$ cat src/rtl/controle_vidas_if.sv
// Link between the life sequencer and the decrementador counter it steers.
interface controle_vidas_if #(parameter int N = 4);
  logic [N-1:0] vidas;
  logic         vidas_zero;
  logic         dec_clr;
  logic         dec_en;
  logic         dec_ld;
  logic [N-1:0] dec_d;

  modport master (input vidas, vidas_zero, output dec_clr, dec_en, dec_ld, dec_d);
  modport slave  (output vidas, vidas_zero, input dec_clr, dec_en, dec_ld, dec_d);
endinterface

$ cat src/rtl/controle_vidas.sv
// Player life sequencer: round-robin hit arbitration, invulnerability window,
// extra-life loads and sticky game-over, driving an external decrementador.
module controle_vidas #(
  parameter int N          = 4,
  parameter int N_SRC      = 4,
  parameter int INV_CYCLES = 8,
  parameter int MAX_VIDAS  = 5
) (
  input  logic             clock,
  input  logic             clr_n,
  input  logic             restart,
  input  logic [N_SRC-1:0] hit_req,
  input  logic             bonus,
  output logic [N_SRC-1:0] hit_ack,
  output logic             invuln,
  output logic             game_over,
  controle_vidas_if.master dec
);
  localparam int PTR_W = (N_SRC > 1) ? $clog2(N_SRC) : 1;
  localparam int INV_W = $clog2(INV_CYCLES + 1);

  typedef enum logic [2:0] {INIT, IDLE, DEC, SETTLE, INVULN, LOAD, OVER} state_t;

  state_t           state_reg, state_next;
  logic [PTR_W-1:0] rr_ptr_reg, rr_ptr_next;
  logic             bonus_pend_reg, bonus_pend_next;
  logic [INV_W-1:0] inv_cnt_reg, inv_cnt_next;
  logic             dec_clr_reg, dec_clr_next;
  logic             dec_en_reg, dec_en_next;
  logic             dec_ld_reg, dec_ld_next;
  logic [N-1:0]     dec_d_reg, dec_d_next;
  logic [N_SRC-1:0] hit_ack_reg, hit_ack_next;
  logic             invuln_reg, invuln_next;
  logic             game_over_reg, game_over_next;

  logic [N_SRC-1:0] upper_mask, upper_req, pick_req, grant_onehot;
  logic [PTR_W-1:0] grant_idx;
  logic             can_load;

  // Requests at or above the pointer win; otherwise wrap to the lowest index.
  genvar gi;
  generate
    for (gi = 0; gi < N_SRC; gi++) begin : g_arb
      assign upper_mask[gi]   = (gi >= int'(rr_ptr_reg));
      assign grant_onehot[gi] = (gi == int'(grant_idx));
    end
  endgenerate

  assign upper_req = hit_req & upper_mask;
  assign pick_req  = (|upper_req) ? upper_req : hit_req;
  assign can_load  = (dec.vidas < N'(MAX_VIDAS));

  always_comb begin
    grant_idx = '0;
    for (int i = N_SRC - 1; i >= 0; i--) begin
      if (pick_req[i]) grant_idx = PTR_W'(i);
    end
  end

  always_comb begin
    state_next      = state_reg;
    rr_ptr_next     = rr_ptr_reg;
    bonus_pend_next = bonus_pend_reg;
    inv_cnt_next    = inv_cnt_reg;
    dec_clr_next    = 1'b0;
    dec_en_next     = 1'b0;
    dec_ld_next     = 1'b0;
    dec_d_next      = '0;
    hit_ack_next    = '0;
    invuln_next     = 1'b0;
    game_over_next  = 1'b0;

    // A bonus that arrives while busy is remembered for the next IDLE visit.
    if (bonus && (state_reg inside {DEC, SETTLE, INVULN, LOAD}))
      bonus_pend_next = 1'b1;

    case (state_reg)
      INIT: begin
        dec_clr_next = ~dec_clr_reg;
        if (dec_clr_reg) state_next = IDLE;
      end
      IDLE: begin
        if (|hit_req) begin
          state_next   = DEC;
          dec_en_next  = 1'b1;
          hit_ack_next = grant_onehot;
          rr_ptr_next  = (int'(grant_idx) == N_SRC - 1) ? '0 : grant_idx + PTR_W'(1);
          if (bonus) bonus_pend_next = 1'b1;
        end else if (bonus || bonus_pend_reg) begin
          bonus_pend_next = 1'b0;
          if (can_load) begin
            state_next  = LOAD;
            dec_ld_next = 1'b1;
            dec_d_next  = dec.vidas + N'(1);
          end
        end
      end
      DEC: state_next = SETTLE;
      SETTLE: begin
        if (dec.vidas_zero) begin
          state_next     = OVER;
          game_over_next = 1'b1;
        end else begin
          state_next   = INVULN;
          invuln_next  = 1'b1;
          inv_cnt_next = INV_W'(INV_CYCLES - 1);
        end
      end
      INVULN: begin
        hit_ack_next = hit_req;
        if (inv_cnt_reg == '0) begin
          state_next = IDLE;
        end else begin
          invuln_next  = 1'b1;
          inv_cnt_next = inv_cnt_reg - INV_W'(1);
        end
      end
      LOAD: state_next = IDLE;
      OVER: begin
        game_over_next = 1'b1;
        hit_ack_next   = hit_req;
      end
      default: state_next = INIT;
    endcase

    if (restart) begin
      state_next      = INIT;
      dec_clr_next    = 1'b1;
      dec_en_next     = 1'b0;
      dec_ld_next     = 1'b0;
      dec_d_next      = '0;
      hit_ack_next    = '0;
      invuln_next     = 1'b0;
      game_over_next  = 1'b0;
      bonus_pend_next = 1'b0;
      inv_cnt_next    = '0;
    end
  end

  always_ff @(posedge clock or negedge clr_n) begin
    if (!clr_n) begin
      state_reg      <= INIT;
      rr_ptr_reg     <= '0;
      bonus_pend_reg <= 1'b0;
      inv_cnt_reg    <= '0;
      dec_clr_reg    <= 1'b0;
      dec_en_reg     <= 1'b0;
      dec_ld_reg     <= 1'b0;
      dec_d_reg      <= '0;
      hit_ack_reg    <= '0;
      invuln_reg     <= 1'b0;
      game_over_reg  <= 1'b0;
    end else begin
      state_reg      <= state_next;
      rr_ptr_reg     <= rr_ptr_next;
      bonus_pend_reg <= bonus_pend_next;
      inv_cnt_reg    <= inv_cnt_next;
      dec_clr_reg    <= dec_clr_next;
      dec_en_reg     <= dec_en_next;
      dec_ld_reg     <= dec_ld_next;
      dec_d_reg      <= dec_d_next;
      hit_ack_reg    <= hit_ack_next;
      invuln_reg     <= invuln_next;
      game_over_reg  <= game_over_next;
    end
  end

  assign dec.dec_clr = dec_clr_reg;
  assign dec.dec_en  = dec_en_reg;
  assign dec.dec_ld  = dec_ld_reg;
  assign dec.dec_d   = dec_d_reg;
  assign hit_ack     = hit_ack_reg;
  assign invuln      = invuln_reg;
  assign game_over   = game_over_reg;
endmodule

$ cat src/flat_wrapper.sv
// flat-port wrapper written by rule: the top's interface ports become plain ports
module controle_vidas_flat 
#(
  parameter int N          = 4,
  parameter int N_SRC      = 4,
  parameter int INV_CYCLES = 8,
  parameter int MAX_VIDAS  = 5
)
  (clock, clr_n, restart, hit_req, bonus, hit_ack, invuln, game_over, dec_vidas, dec_vidas_zero, dec_dec_clr, dec_dec_en, dec_dec_ld, dec_dec_d);
  controle_vidas_if #(.N(N)) dec_i ();
  input  logic clock;
  input  logic clr_n;
  input  logic restart;
  input  logic [N_SRC-1:0] hit_req;
  input  logic bonus;
  output logic [N_SRC-1:0] hit_ack;
  output logic invuln;
  output logic game_over;
  input wire logic [$bits(dec_i.vidas)-1:0] dec_vidas;
  input wire logic [$bits(dec_i.vidas_zero)-1:0] dec_vidas_zero;
  output wire logic [$bits(dec_i.dec_clr)-1:0] dec_dec_clr;
  output wire logic [$bits(dec_i.dec_en)-1:0] dec_dec_en;
  output wire logic [$bits(dec_i.dec_ld)-1:0] dec_dec_ld;
  output wire logic [$bits(dec_i.dec_d)-1:0] dec_dec_d;
  assign dec_i.vidas = dec_vidas;
  assign dec_i.vidas_zero = dec_vidas_zero;
  assign dec_dec_clr = dec_i.dec_clr;
  assign dec_dec_en = dec_i.dec_en;
  assign dec_dec_ld = dec_i.dec_ld;
  assign dec_dec_d = dec_i.dec_d;
  controle_vidas #(.N(N), .N_SRC(N_SRC), .INV_CYCLES(INV_CYCLES), .MAX_VIDAS(MAX_VIDAS)) u_core (.clock(clock), .clr_n(clr_n), .restart(restart), .hit_req(hit_req), .bonus(bonus), .hit_ack(hit_ack), .invuln(invuln), .game_over(game_over), .dec(dec_i));
endmodule
$ cat config.mk
export PLATFORM = sky130hd
export DESIGN_NAME = controle_vidas_flat
export DESIGN_NICKNAME = d
export VERILOG_FILES = /design/src/rtl/controle_vidas_if.sv /design/src/rtl/controle_vidas.sv /design/src/flat_wrapper.sv
export SDC_FILE = /design/constraint.sdc
export NUM_CORES = 1
export LEC_CHECK = 0
export CAP_MARGIN = 30
export CORE_MARGIN = 1.5
export CORE_UTILIZATION = 45
export DETAILED_ROUTE_END_ITERATION = 7
export PLACE_DENSITY = 0.72
export SKIP_CTS_REPAIR_TIMING = 1
export SYNTH_ARGS = -nofsm -noshare
export SYNTH_HDL_FRONTEND = slang
export SYNTH_SLANG_ARGS = --single-unit
$ cat constraint.sdc
create_clock -name clock -period 2.8 [get_ports clock]
set_input_delay 0.56 -clock clock [delete_from_list [all_inputs] [get_ports clock]]
set_output_delay 0.56 -clock clock [all_outputs]
set_load 0.005 [all_outputs]
==> run_summary.xml <==
<?xml version="1.0" encoding="UTF-8"?>
<metrics>
  <group name="run_status">
    <metric name="outcome" unit="">finished, final reports clean</metric>
  </group>
  <group name="clocking">
    <metric name="numClockSinks" unit="">23</metric>
    <metric name="cts_max_level" unit="">1</metric>
    <metric name="cts_made_buffers" unit="">3</metric>
    <metric name="clk_pin_slew_worst_paths" unit="ns">0.12</metric>
    <metric name="cts_tree" unit="">built</metric>
    <metric name="cts.root.buffer_cell" unit="">sky130_fd_sc_hd__clkbuf_4</metric>
    <metric name="insertion_delay" unit="ns">0.30</metric>
    <metric name="clk_path_buf_depth" unit="">2</metric>
  </group>
  <group name="finish">
    <metric name="antenna_cells" unit="">0</metric>
    <metric name="nets" unit="">176</metric>
    <metric name="nFillCells" unit="">206</metric>
    <metric name="multi_input_comb_area" unit="µm²">618</metric>
    <metric name="area.sequential" unit="µm²">576</metric>
    <metric name="area_delta_synth_final" unit="%">26.7</metric>
    <metric name="drive_above_1_share" unit="">0.104</metric>
  </group>
  <group name="timing">
    <metric name="fin_tns_setup" unit="ns">0</metric>
    <metric name="post-route-period-util" unit="">0.721</metric>
    <metric name="number_of_setup_violations_in_the_final_report" unit="">0</metric>
    <metric name="worst_clock_skew" unit="ns">0.00321</metric>
    <metric name="rsz0062_at_grt" unit="">no</metric>
    <metric name="maxSlewHeadroom" unit="">0.613</metric>
    <metric name="maxClockFrequency" unit="GHz">0.496</metric>
    <metric name="report.final.slew_viol_count" unit="">0</metric>
    <metric name="min_period" unit="ns">2.02</metric>
    <metric name="finalHoldViolations" unit="">0</metric>
    <metric name="transition_at_the_pin_with_the_smallest_max_transition_slack" unit="ns">0.577</metric>
  </group>
  <group name="placed_design">
    <metric name="post-dp-hpwl" unit="mm">1.94</metric>
    <metric name="place.gp.congestion" unit="">0.827</metric>
    <metric name="port_buffers" unit="">25</metric>
  </group>
  <group name="setup_path">
    <metric name="reg2reg_setup_slack" unit="ns">0.82</metric>
    <metric name="critical_path.max_fanout" unit="">6</metric>
    <metric name="timing.critical_path.required" unit="ns">3.01</metric>
    <metric name="critical_path_startpoint_category" unit="">primary input</metric>
    <metric name="timing.rr.start" unit="">u_core.inv_cnt_reg[0]$_DFFE_PN0P_</metric>
    <metric name="startpoint" unit="">hit_req[3]</metric>
    <metric name="end_kind" unit="">flip-flop</metric>
    <metric name="worstSetupPathType" unit="">primary input to flip-flop</metric>
    <metric name="cp_data_arrival_time" unit="ns">2.22</metric>
  </group>
  <group name="synth">
    <metric name="synth_top_flop_cell" unit="">sky130_fd_sc_hd__dfrtp_1</metric>
    <metric name="count_of_flip_flops_with_a_built_in_enable_after_synthesis" unit="">0</metric>
    <metric name="synthDominantAreaCellType" unit="">sky130_fd_sc_hd__dfrtp_1</metric>
    <metric name="synth_top_cells_by_area" unit="">sky130_fd_sc_hd__dfrtp_1, sky130_fd_sc_hd__ha_1, sky130_fd_sc_hd__nor2_1</metric>
    <metric name="syn_area_per_cell" unit="µm²">10.0</metric>
    <metric name="synth_cells" unit="">124</metric>
    <metric name="mappedNetlistArea" unit="mm²">0.00125</metric>
    <metric name="synthDistinctLibCells" unit="">39</metric>
    <metric name="synth_seq_area_share" unit="">0.462</metric>
    <metric name="postSynth.asyncResetShare" unit="">1.00</metric>
    <metric name="ys_seq_elements" unit="">23</metric>
    <metric name="synth_top_area_frac" unit="">0.462</metric>
    <metric name="synth_nets" unit="">145</metric>
    <metric name="yosys_warnings" unit="">0</metric>
  </group>
  <group name="global_route">
    <metric name="gr-usage-all-layers" unit="">0.179</metric>
    <metric name="wire_length_of_the_first_global_routing_pass" unit="mm">4.49</metric>
    <metric name="grt_remaining_overflow" unit="">0</metric>
    <metric name="antenna_found_initial" unit="">0</metric>
    <metric name="number_of_global_route_vias_before_repair" unit="">990</metric>
    <metric name="grt_max_degree" unit="">24</metric>
  </group>
  <group name="drt">
    <metric name="route.antenna.remaining_nets" unit="">0</metric>
    <metric name="detail_route.wirelength" unit="mm">2.57</metric>
    <metric name="routed-via-count" unit="">1024</metric>
    <metric name="detailedRoute.firstIterationViolations" unit="">14</metric>
    <metric name="detail_routed_net_length_per_standard_cell" unit="µm">14.0</metric>
    <metric name="drt-pass1-iter-count" unit="">5</metric>
    <metric name="drcViolationCount" unit="">0</metric>
    <metric name="via_density_per_instance" unit="">5.57</metric>
  </group>
  <group name="floorplanning">
    <metric name="rows" unit="">18</metric>
    <metric name="floorplan.die.height" unit="µm">55.6</metric>
    <metric name="design.core.area" unit="mm²">0.00254</metric>
    <metric name="die-area" unit="mm²">0.00309</metric>
    <metric name="die_width" unit="µm">55.6</metric>
    <metric name="num_io_pins" unit="">26</metric>
    <metric name="floorplan.initialDensity" unit="">0.490</metric>
  </group>
  <group name="pwr">
    <metric name="p_leak" unit="nW">0.715</metric>
    <metric name="vdd.ir_drop.worst" unit="mV">0.524</metric>
    <metric name="power_total" unit="mW">0.949</metric>
    <metric name="pwr_cell_area" unit="mW/mm²">601</metric>
  </group>
  <group name="hold_path">
    <metric name="worst_hold_startpoint" unit="">u_core.dec.dec_clr$_DFF_PN0_</metric>
    <metric name="hp-class" unit="">flip-flop to flip-flop</metric>
  </group>
  <group name="flow_run">
    <metric name="cap_violations" unit="">0</metric>
  </group>
</metrics>
==> cells in the mapped netlist (2+ instances only) <==
cell                        n
sky130_fd_sc_hd__nand2b_1   3
sky130_fd_sc_hd__nor2b_1    3
sky130_fd_sc_hd__a21o_1     2
sky130_fd_sc_hd__nor3_1     6
sky130_fd_sc_hd__ha_1       8
sky130_fd_sc_hd__nand3_1    2
sky130_fd_sc_hd__mux2_2     2
sky130_fd_sc_hd__o21ai_0    5
sky130_fd_sc_hd__a21oi_1    6
sky130_fd_sc_hd__a211oi_1   2
sky130_fd_sc_hd__a31oi_1    2
sky130_fd_sc_hd__and3_1     2
sky130_fd_sc_hd__inv_1     11
sky130_fd_sc_hd__clkbuf_1   2
sky130_fd_sc_hd__nand2_1    5
sky130_fd_sc_hd__dfrtp_1   23
sky130_fd_sc_hd__a22oi_1    4
sky130_fd_sc_hd__nor2_1    15
==> worst max-delay path: stages <==
cell                              delay, ns
sky130_fd_sc_hd__clkdlybuf4s50_1       0.42
sky130_fd_sc_hd__buf_4                 0.17
sky130_fd_sc_hd__o21ai_0               0.14
sky130_fd_sc_hd__o21ai_0               0.14
sky130_fd_sc_hd__o22ai_1               0.24
sky130_fd_sc_hd__ha_1                  0.28
sky130_fd_sc_hd__mux2_2                0.26
==> cell usage in the layout (no fill, tap or decap), types with 3 or more instances in the layout <==
| cell type | count |
|---|---|
| sky130_fd_sc_hd__nand2b_1 | 3 |
| sky130_fd_sc_hd__inv_1 | 11 |
| sky130_fd_sc_hd__dfrtp_1 | 23 |
| sky130_fd_sc_hd__nand2_1 | 5 |
| sky130_fd_sc_hd__ha_1 | 8 |
| sky130_fd_sc_hd__buf_4 | 4 |
| sky130_fd_sc_hd__clkbuf_4 | 3 |
| sky130_fd_sc_hd__o21ai_0 | 5 |
| sky130_fd_sc_hd__nor3_1 | 6 |
| sky130_fd_sc_hd__a21oi_1 | 6 |
| sky130_fd_sc_hd__nor2_1 | 15 |
| sky130_fd_sc_hd__clkdlybuf4s50_1 | 25 |
| sky130_fd_sc_hd__a22oi_1 | 4 |
| sky130_fd_sc_hd__nor2b_1 | 3 |
==> per-layer routing <==
layer	track usage	wire (µm)	up-vias	share of wire
met5	0	0	-	0
met4	0.0592	24	0	0.0093
met3	0.0233	78	4	0.030
met2	0.298	1300	24	0.50
met1	0.240	1170	496	0.46
li1	-	-	500	-
==> through the flow <==
step	setup WS [ns]	instance area, µm²	cells	hold slack [ns]	util
final	0.782	1580	184	0.493	0.620
after global routing	0.714	1580	184	0.505	0.620
after CTS	0.792	1580	184	0.491	0.620
after detailed placement	0.456	1550	180	0.472	0.610
after global placement	0.522	1550	180	0.466	0.610
after floorplan	0.963	1250	124	0.264	-
==> where the power goes <==
part,switching (mW),leakage [nW],internal (mW)
clock,0.0962,0.0150,0.0555
sequential,0.0664,0.304,0.383
combinational,0.178,0.396,0.171
total,0.340,0.715,0.609
==> area by class of cell <==
type / count / share of cell area
Multi-Input combinational cell: 87 / 0.391
Sequential cell: 23 / 0.365
Timing Repair Buffer: 29 / 0.177
Inverter: 11 / 0.0261
Tap cell: 30 / 0.0238
Clock buffer: 4 / 0.0166
==> cell families (layout without fill, tap and decap cells) <==
kind of cell | after synthesis | after routing | synth area share
buf+inv | 14 | 44 | 0.0422
simple gates | 45 | 45 | 0.219
fa+ha+maj | 8 | 8 | 0.0803
compound gates | 30 | 30 | 0.165
mux | 2 | 2 | 0.0181
xor+xnor | 2 | 2 | 0.0141
flops | 23 | 23 | 0.462
==> worst paths after layout <==
check,depth (start not counted),to
hold / removal,1,u_core.dec.dec_clr$_DFF_PN0_
max in group asynchronous,2,u_core.bonus_pend_reg$_DFF_PN0_
setup / recovery,7,u_core.rr_ptr_reg[1]$_DFFE_PN0P_
setup reg to reg,6,u_core.state_reg[0]$_DFFE_PN0P_
hold reg to reg,1,u_core.dec.dec_clr$_DFF_PN0_
min in group asynchronous,2,u_core.game_over$_DFF_PN0_
Power figures use the tool's default switching activity.
